`config.mk`:
```
export PLATFORM = sky130hd
export DESIGN_NAME = fft_input_reorder
export DESIGN_NICKNAME = d
export VERILOG_FILES = /design/src/rtl/fft_pkg.sv /design/src/rtl/fft_bitrev.sv /design/src/rtl/fft_input_reorder.sv
export SDC_FILE = /design/constraint.sdc
export NUM_CORES = 1
export LEC_CHECK = 0
export BUFFER_PORTS_ARGS = -buffer_cell sky130_fd_sc_hd__buf_2
export CORE_MARGIN = 1
export CORE_UTILIZATION = 62
export CTS_BUF_LIST = sky130_fd_sc_hd__clkbuf_16
export CTS_CLUSTER_DIAMETER = 100
export DETAILED_ROUTE_END_ITERATION = 16
export PLACE_DENSITY = 0.87
export SLEW_MARGIN = 0
export SYNTH_ARGS = -nofsm -noshare
export SYNTH_HDL_FRONTEND = slang
export SYNTH_SLANG_ARGS = --single-unit
```
`constraint.sdc`:
```
create_clock -name clk -period 5.35 [get_ports clk]
set_input_delay 1.07 -clock clk [delete_from_list [all_inputs] [get_ports clk]]
set_output_delay 1.07 -clock clk [all_outputs]
set_load 0.05 [all_outputs]
```
`src/rtl/fft_pkg.sv`:
```
// Shared definitions for the FFT input reorder block.
//   FFT_N        default log2 of the number of FFT points
//   FFT_POINTS   default number of FFT points
//   FFT_DATA_W   default sample width
//   bank_state_e per-bank FILL/DRAIN encoding
//   bitrev()     reverses the low n bits of a value
package fft_pkg;

  localparam int FFT_N      = 3;
  localparam int FFT_POINTS = 1 << FFT_N;
  localparam int FFT_DATA_W = 8;

  typedef enum logic {
    FILL  = 1'b0,
    DRAIN = 1'b1
  } bank_state_e;

  // Shifts bits out of the LSB end of v and into the LSB end of the result,
  // so after n steps the low n bits appear in reverse order.
  function automatic logic [31:0] bitrev(input logic [31:0] v, input int n);
    logic [31:0] r_acc;
    logic [31:0] r_src;
    r_acc = '0;
    r_src = v;
    for (int i = 0; i < n; i++) begin
      r_acc = {r_acc[30:0], r_src[0]};
      r_src = r_src >> 1;
    end
    return r_acc;
  endfunction

endpackage

```
`src/rtl/fft_bitrev.sv`:
```
// Combinational N-bit bit reversal.
// Ports:
//   i_val  N-bit input value
//   o_rev  i_val with its bit order reversed
module fft_bitrev
  import fft_pkg::*;
#(
  parameter int N = FFT_N
) (
  input  logic [N-1:0] i_val,
  output logic [N-1:0] o_rev
);

  assign o_rev = N'(bitrev(32'(i_val), N));

endmodule

```
`src/rtl/fft_input_reorder.sv`:
```
// Reorders a natural-order sample stream into bit-reversed order for an
// in-place radix-2 FFT. Samples are written at natural addresses and read
// back at bitrev(rd_cnt).
//
// Build option: define FFT_REORDER_PINGPONG_EN for two banks so one frame
// can fill while the previous one drains; otherwise a single bank refuses
// input while it drains.
//
// Ports:
//   clk        clock, rising edge
//   rst        synchronous active-high reset
//   in_valid   upstream sample present
//   in_ready   block accepts a sample this cycle
//   in_data    sample, natural order
//   out_valid  reordered sample present
//   out_ready  downstream accepts
//   out_data   sample, bit-reversed order
//   out_index  natural index of the sample on out_data
//   out_last   final sample of a frame
//
// Per-bank states:
//   state | meaning
//   FILL  | bank is accepting samples at wr_cnt
//   DRAIN | bank holds a full frame, emitting at bitrev(rd_cnt)
module fft_input_reorder
  import fft_pkg::*;
#(
  parameter int N      = FFT_N,
  parameter int DATA_W = FFT_DATA_W
) (
  input  logic              clk,
  input  logic              rst,
  input  logic              in_valid,
  output logic              in_ready,
  input  logic [DATA_W-1:0] in_data,
  output logic              out_valid,
  input  logic              out_ready,
  output logic [DATA_W-1:0] out_data,
  output logic [N-1:0]      out_index,
  output logic              out_last
);

  localparam int          PTS  = 1 << N;
  localparam logic [N-1:0] LAST = N'(PTS - 1);

`ifdef FFT_REORDER_PINGPONG_EN
  localparam int NBANK = 2;
`else
  localparam int NBANK = 1;
`endif

  bank_state_e       r_state     [NBANK];
  bank_state_e       w_state_nxt [NBANK];
  logic [DATA_W-1:0] r_mem       [NBANK][PTS];

  logic [N-1:0] r_wr_cnt;
  logic [N-1:0] r_rd_cnt;
  logic [N-1:0] w_rd_addr;
  logic         w_wr_bank;
  logic         w_rd_bank;
  logic         w_in_ready;
  logic         w_out_valid;
  logic         w_in_acc;
  logic         w_out_hs;
  logic         w_wr_wrap;
  logic         w_rd_wrap;

  fft_bitrev #(.N(N)) u_bitrev (
    .i_val (r_rd_cnt),
    .o_rev (w_rd_addr)
  );

`ifdef FFT_REORDER_PINGPONG_EN
  logic r_wr_bank;
  logic r_rd_bank;

  // Write and read sides each advance to the other bank when their frame
  // boundary is crossed; the two toggles are independent.
  always_ff @(posedge clk) begin
    if (rst) begin
      r_wr_bank <= 1'b0;
      r_rd_bank <= 1'b0;
    end else begin
      if (w_wr_wrap) r_wr_bank <= ~r_wr_bank;
      if (w_rd_wrap) r_rd_bank <= ~r_rd_bank;
    end
  end

  assign w_wr_bank = r_wr_bank;
  assign w_rd_bank = r_rd_bank;
`else
  assign w_wr_bank = 1'b0;
  assign w_rd_bank = 1'b0;
`endif

  // Readiness depends only on registered state, never on in_valid/out_ready.
  always_comb begin
    w_state_nxt = r_state;
    w_in_ready  = (r_state[w_wr_bank] == FILL);
    w_out_valid = (r_state[w_rd_bank] == DRAIN);
    w_in_acc    = in_valid && w_in_ready;
    w_out_hs    = w_out_valid && out_ready;
    w_wr_wrap   = w_in_acc && (r_wr_cnt == LAST);
    w_rd_wrap   = w_out_hs && (r_rd_cnt == LAST);
    // The write bank is in FILL and the read bank in DRAIN whenever these
    // fire, so when both fire they address different banks.
    if (w_wr_wrap) w_state_nxt[w_wr_bank] = DRAIN;
    if (w_rd_wrap) w_state_nxt[w_rd_bank] = FILL;
  end

  always_ff @(posedge clk) begin
    if (rst) begin
      for (int i = 0; i < NBANK; i++) r_state[i] <= FILL;
    end else begin
      r_state <= w_state_nxt;
    end
  end

  always_ff @(posedge clk) begin
    if (rst) begin
      r_wr_cnt <= '0;
      r_rd_cnt <= '0;
    end else begin
      if (w_in_acc) r_wr_cnt <= r_wr_cnt + 1'b1;
      if (w_out_hs) r_rd_cnt <= r_rd_cnt + 1'b1;
    end
  end

  // Sample storage is not reset; a discarded partial frame is simply
  // overwritten by the next one.
  always_ff @(posedge clk) begin
    if (!rst && w_in_acc) r_mem[w_wr_bank][r_wr_cnt] <= in_data;
  end

  assign in_ready  = w_in_ready;
  assign out_valid = w_out_valid;
  assign out_index = w_out_valid ? w_rd_addr : '0;
  assign out_data  = w_out_valid ? r_mem[w_rd_bank][w_rd_addr] : '0;
  assign out_last  = w_out_valid && (r_rd_cnt == LAST);

endmodule

```
==> impl_metrics.toml <==
[die]
initial_utilization_pct = 65.16
placementRows = 24
io_pins = 26
dieHeight_microns = 70.12
core_sq_um = 4414
die-area_sq_um = 4916
die_x_microns = 70.12

[yosys]
yosysMostFrequentCell = "edfxtp_1"
syn-num-nets = 167
synth_area_sq_um = 2877
ys_ff_latch = 71
synth_top_area_cell = "edfxtp_1"
async_flop_share_pct = 0
seq_area_frac_synth_pct = 71.68
synth_commonest_cells = "edfxtp_1 (64), nor2_1 (15), mux2i_1 (10)"
ys_types = 28
syn_inst = 151
synth_edf_count = 64
avgSynthCellArea_sq_um = 19.05
ys.flop_type = "edfxtp_1"
synth_top_area_share_pct = 66.81
yosysWarnings = 0
netlist_top_cells_area = "edfxtp_1 (67%), mux4_1 (7.3%), mux4_2 (6.3%)"

[global_routing]
grt_pass1_wl_microns = 8211
grt_pass1_vias = 1528
antenna_found_initial = 0
grt_max_degree = 20
grt_overflow = 0
grt.total_usage_pct = 24.70

[timing]
max_freq_ghz = 0.2807
period_needed_ns = 3.562
clock_skew_ns = 0.003650
final.setup.tns_ns = 0
fin_crit_sh_pct = 66.59
rsz0062_at_grt = "false"
drv_slew = 0
holdWs_ns = 0.6013
setup_viol = 0
slew-limit-headroom_pct = 26.61
hold_violations = 0
worstMarginPinSlew_ns = 1.099

[route]
dr_total_vias = 1517
wl_per_cell_microns = 22.29
wirelength_microns = 5393
drt_iter0_markers = 190
firstDrtPassIters = 4
drcViolationCount = 0
ant_nets = 0
vias_per_cell = 6.269

[clocking]
postCtsSetupBuffers = 0
clk_latency_ns = 0.33
clkTransAtPathRegs_ns = 0.05
cts_tree = "built"
cts_buffers = 9
ctsHoldBuffers = 0
cts.repair.resized = 0
clock_sinks = 71
root_buffer = "clkbuf_16"
htreeDepth = 3
ctsLongestPathBuffers = 2

[cells_and_area]
multi_input_area_sq_um = 754.5
postLayoutCoreUtil_pct = 76.36
postLayoutCellArea_sq_um = 3371
num-fill-cells = 255
finalNetCount = 201
n_antenna_cell = 0
drive_gt1_share_pct = 29.47
area_growth_pct = 17.18
seq_area_sq_um = 2062

[setup_path]
r2r_setup_slack_ns = 3.39
cp_cell_sequence = "mux4_1 > mux2i_1 > nor2_1 > buf_2"
crit_path_start_kind = "register"
slowest_stage = "dfxtp_1"
crit_type = "register to output pin"
cp_max_fo = 19
worstPathRequired_ns = 4.28
cpPeakStageDelay_ns = 1.04
arrival_ns = 2.49
end_kind = "output pin"

[pwr]
power_mw = 1.277
peakVddDrop_mv = 0.2797
p_leak_nw = 1.169
power_density_nw_per_um2 = 378.9

[placement]
place.gp.congestion = 0.7160
hpwlAfterDp_microns = 3349
place_area_sq_um = 3048
port_buffers = 25

[outcome]
status = "finished clean"

[hold_path]
hold_path_class = "register to register"

[run]
max_cap_violations = 0
per-stage QoR:
step                setup WS, ns  std cells
CTS                        1.743        242
global placement           2.178        226
global route               1.652        242
floorplan                  2.562        151
finish                     1.788        242
detailed placement         2.099        226
routing by layer:
metal	GRT usage, %	vias to the layer above	part of all wire [%]
met1	29.79	760	38
met4	14.00	0	2.5
met3	5.916	11	5.6
li1	-	678	-
met2	41.03	68	54
met5	0	-	0
placed cells by master (no fill, tap or decap), drive strengths merged, types with 2 or more instances in the layout:
master,count
nor3,4
mux2i,10
mux4,16
nand3,2
dfxtp,7
clkinv,3
and2,4
nor2,15
ha,4
a21oi,3
buf,30
clkbuf,9
nand2,5
bufinv,2
clkinvlp,2
edfxtp,64
registers in the layout (all words and copies together) (netlist names):
signal and flops:
out_valid 1, r_mem 64, r_wr_cnt 3, r_rd_cnt 3
cell families after synthesis:
kind of cell / after synthesis / synth area share [%]
compound gates: 4 / 0.7829
xor+xnor: 2 / 0.6091
fa+ha+maj: 4 / 1.740
buf+inv: 8 / 2.088
flops: 71 / 71.68
mux: 26 / 17.05
simple gates: 36 / 6.047
power by group:
part / internal (mW) / switching (mW)
combinational: 0.0131 / 0.0186
clock: 0.408 / 0.220
sequential: 0.613 / 0.00454
total: 1.03 / 0.243
cell type report:
class / count / share of cell area (%)
repair buffers: 30 / 4.826
flip-flops and latches: 71 / 61.17
clock inverters: 7 / 2.895
well taps: 52 / 1.930
multi-input cells: 72 / 22.38
inverters: 1 / 0.1114
clock buffers: 9 / 6.682
path summary, 6_finish.rpt:
check	end	from	cells past startpoint
max	out_data[5]	r_rd_cnt[1]$_SDFFE_PP0P_	4
min	r_wr_cnt[0]$_SDFFE_PP0P_	r_wr_cnt[0]$_SDFFE_PP0P_	2
max reg2reg	r_mem[0][0]$_DFFE_PP_	out_valid$_SDFFE_PP0P_	3
min reg2reg	r_wr_cnt[0]$_SDFFE_PP0P_	r_wr_cnt[0]$_SDFFE_PP0P_	2
critical path, delay by kind of cell (launching register included):
kind | cells | cell delay, ns
buffers and inverters | 1 | 0.22
muxes | 2 | 0.81
and+or+nand+nor | 1 | 0.08
DFF | 1 | 1.04
Note: power is estimated with default switching activity, not from simulation.
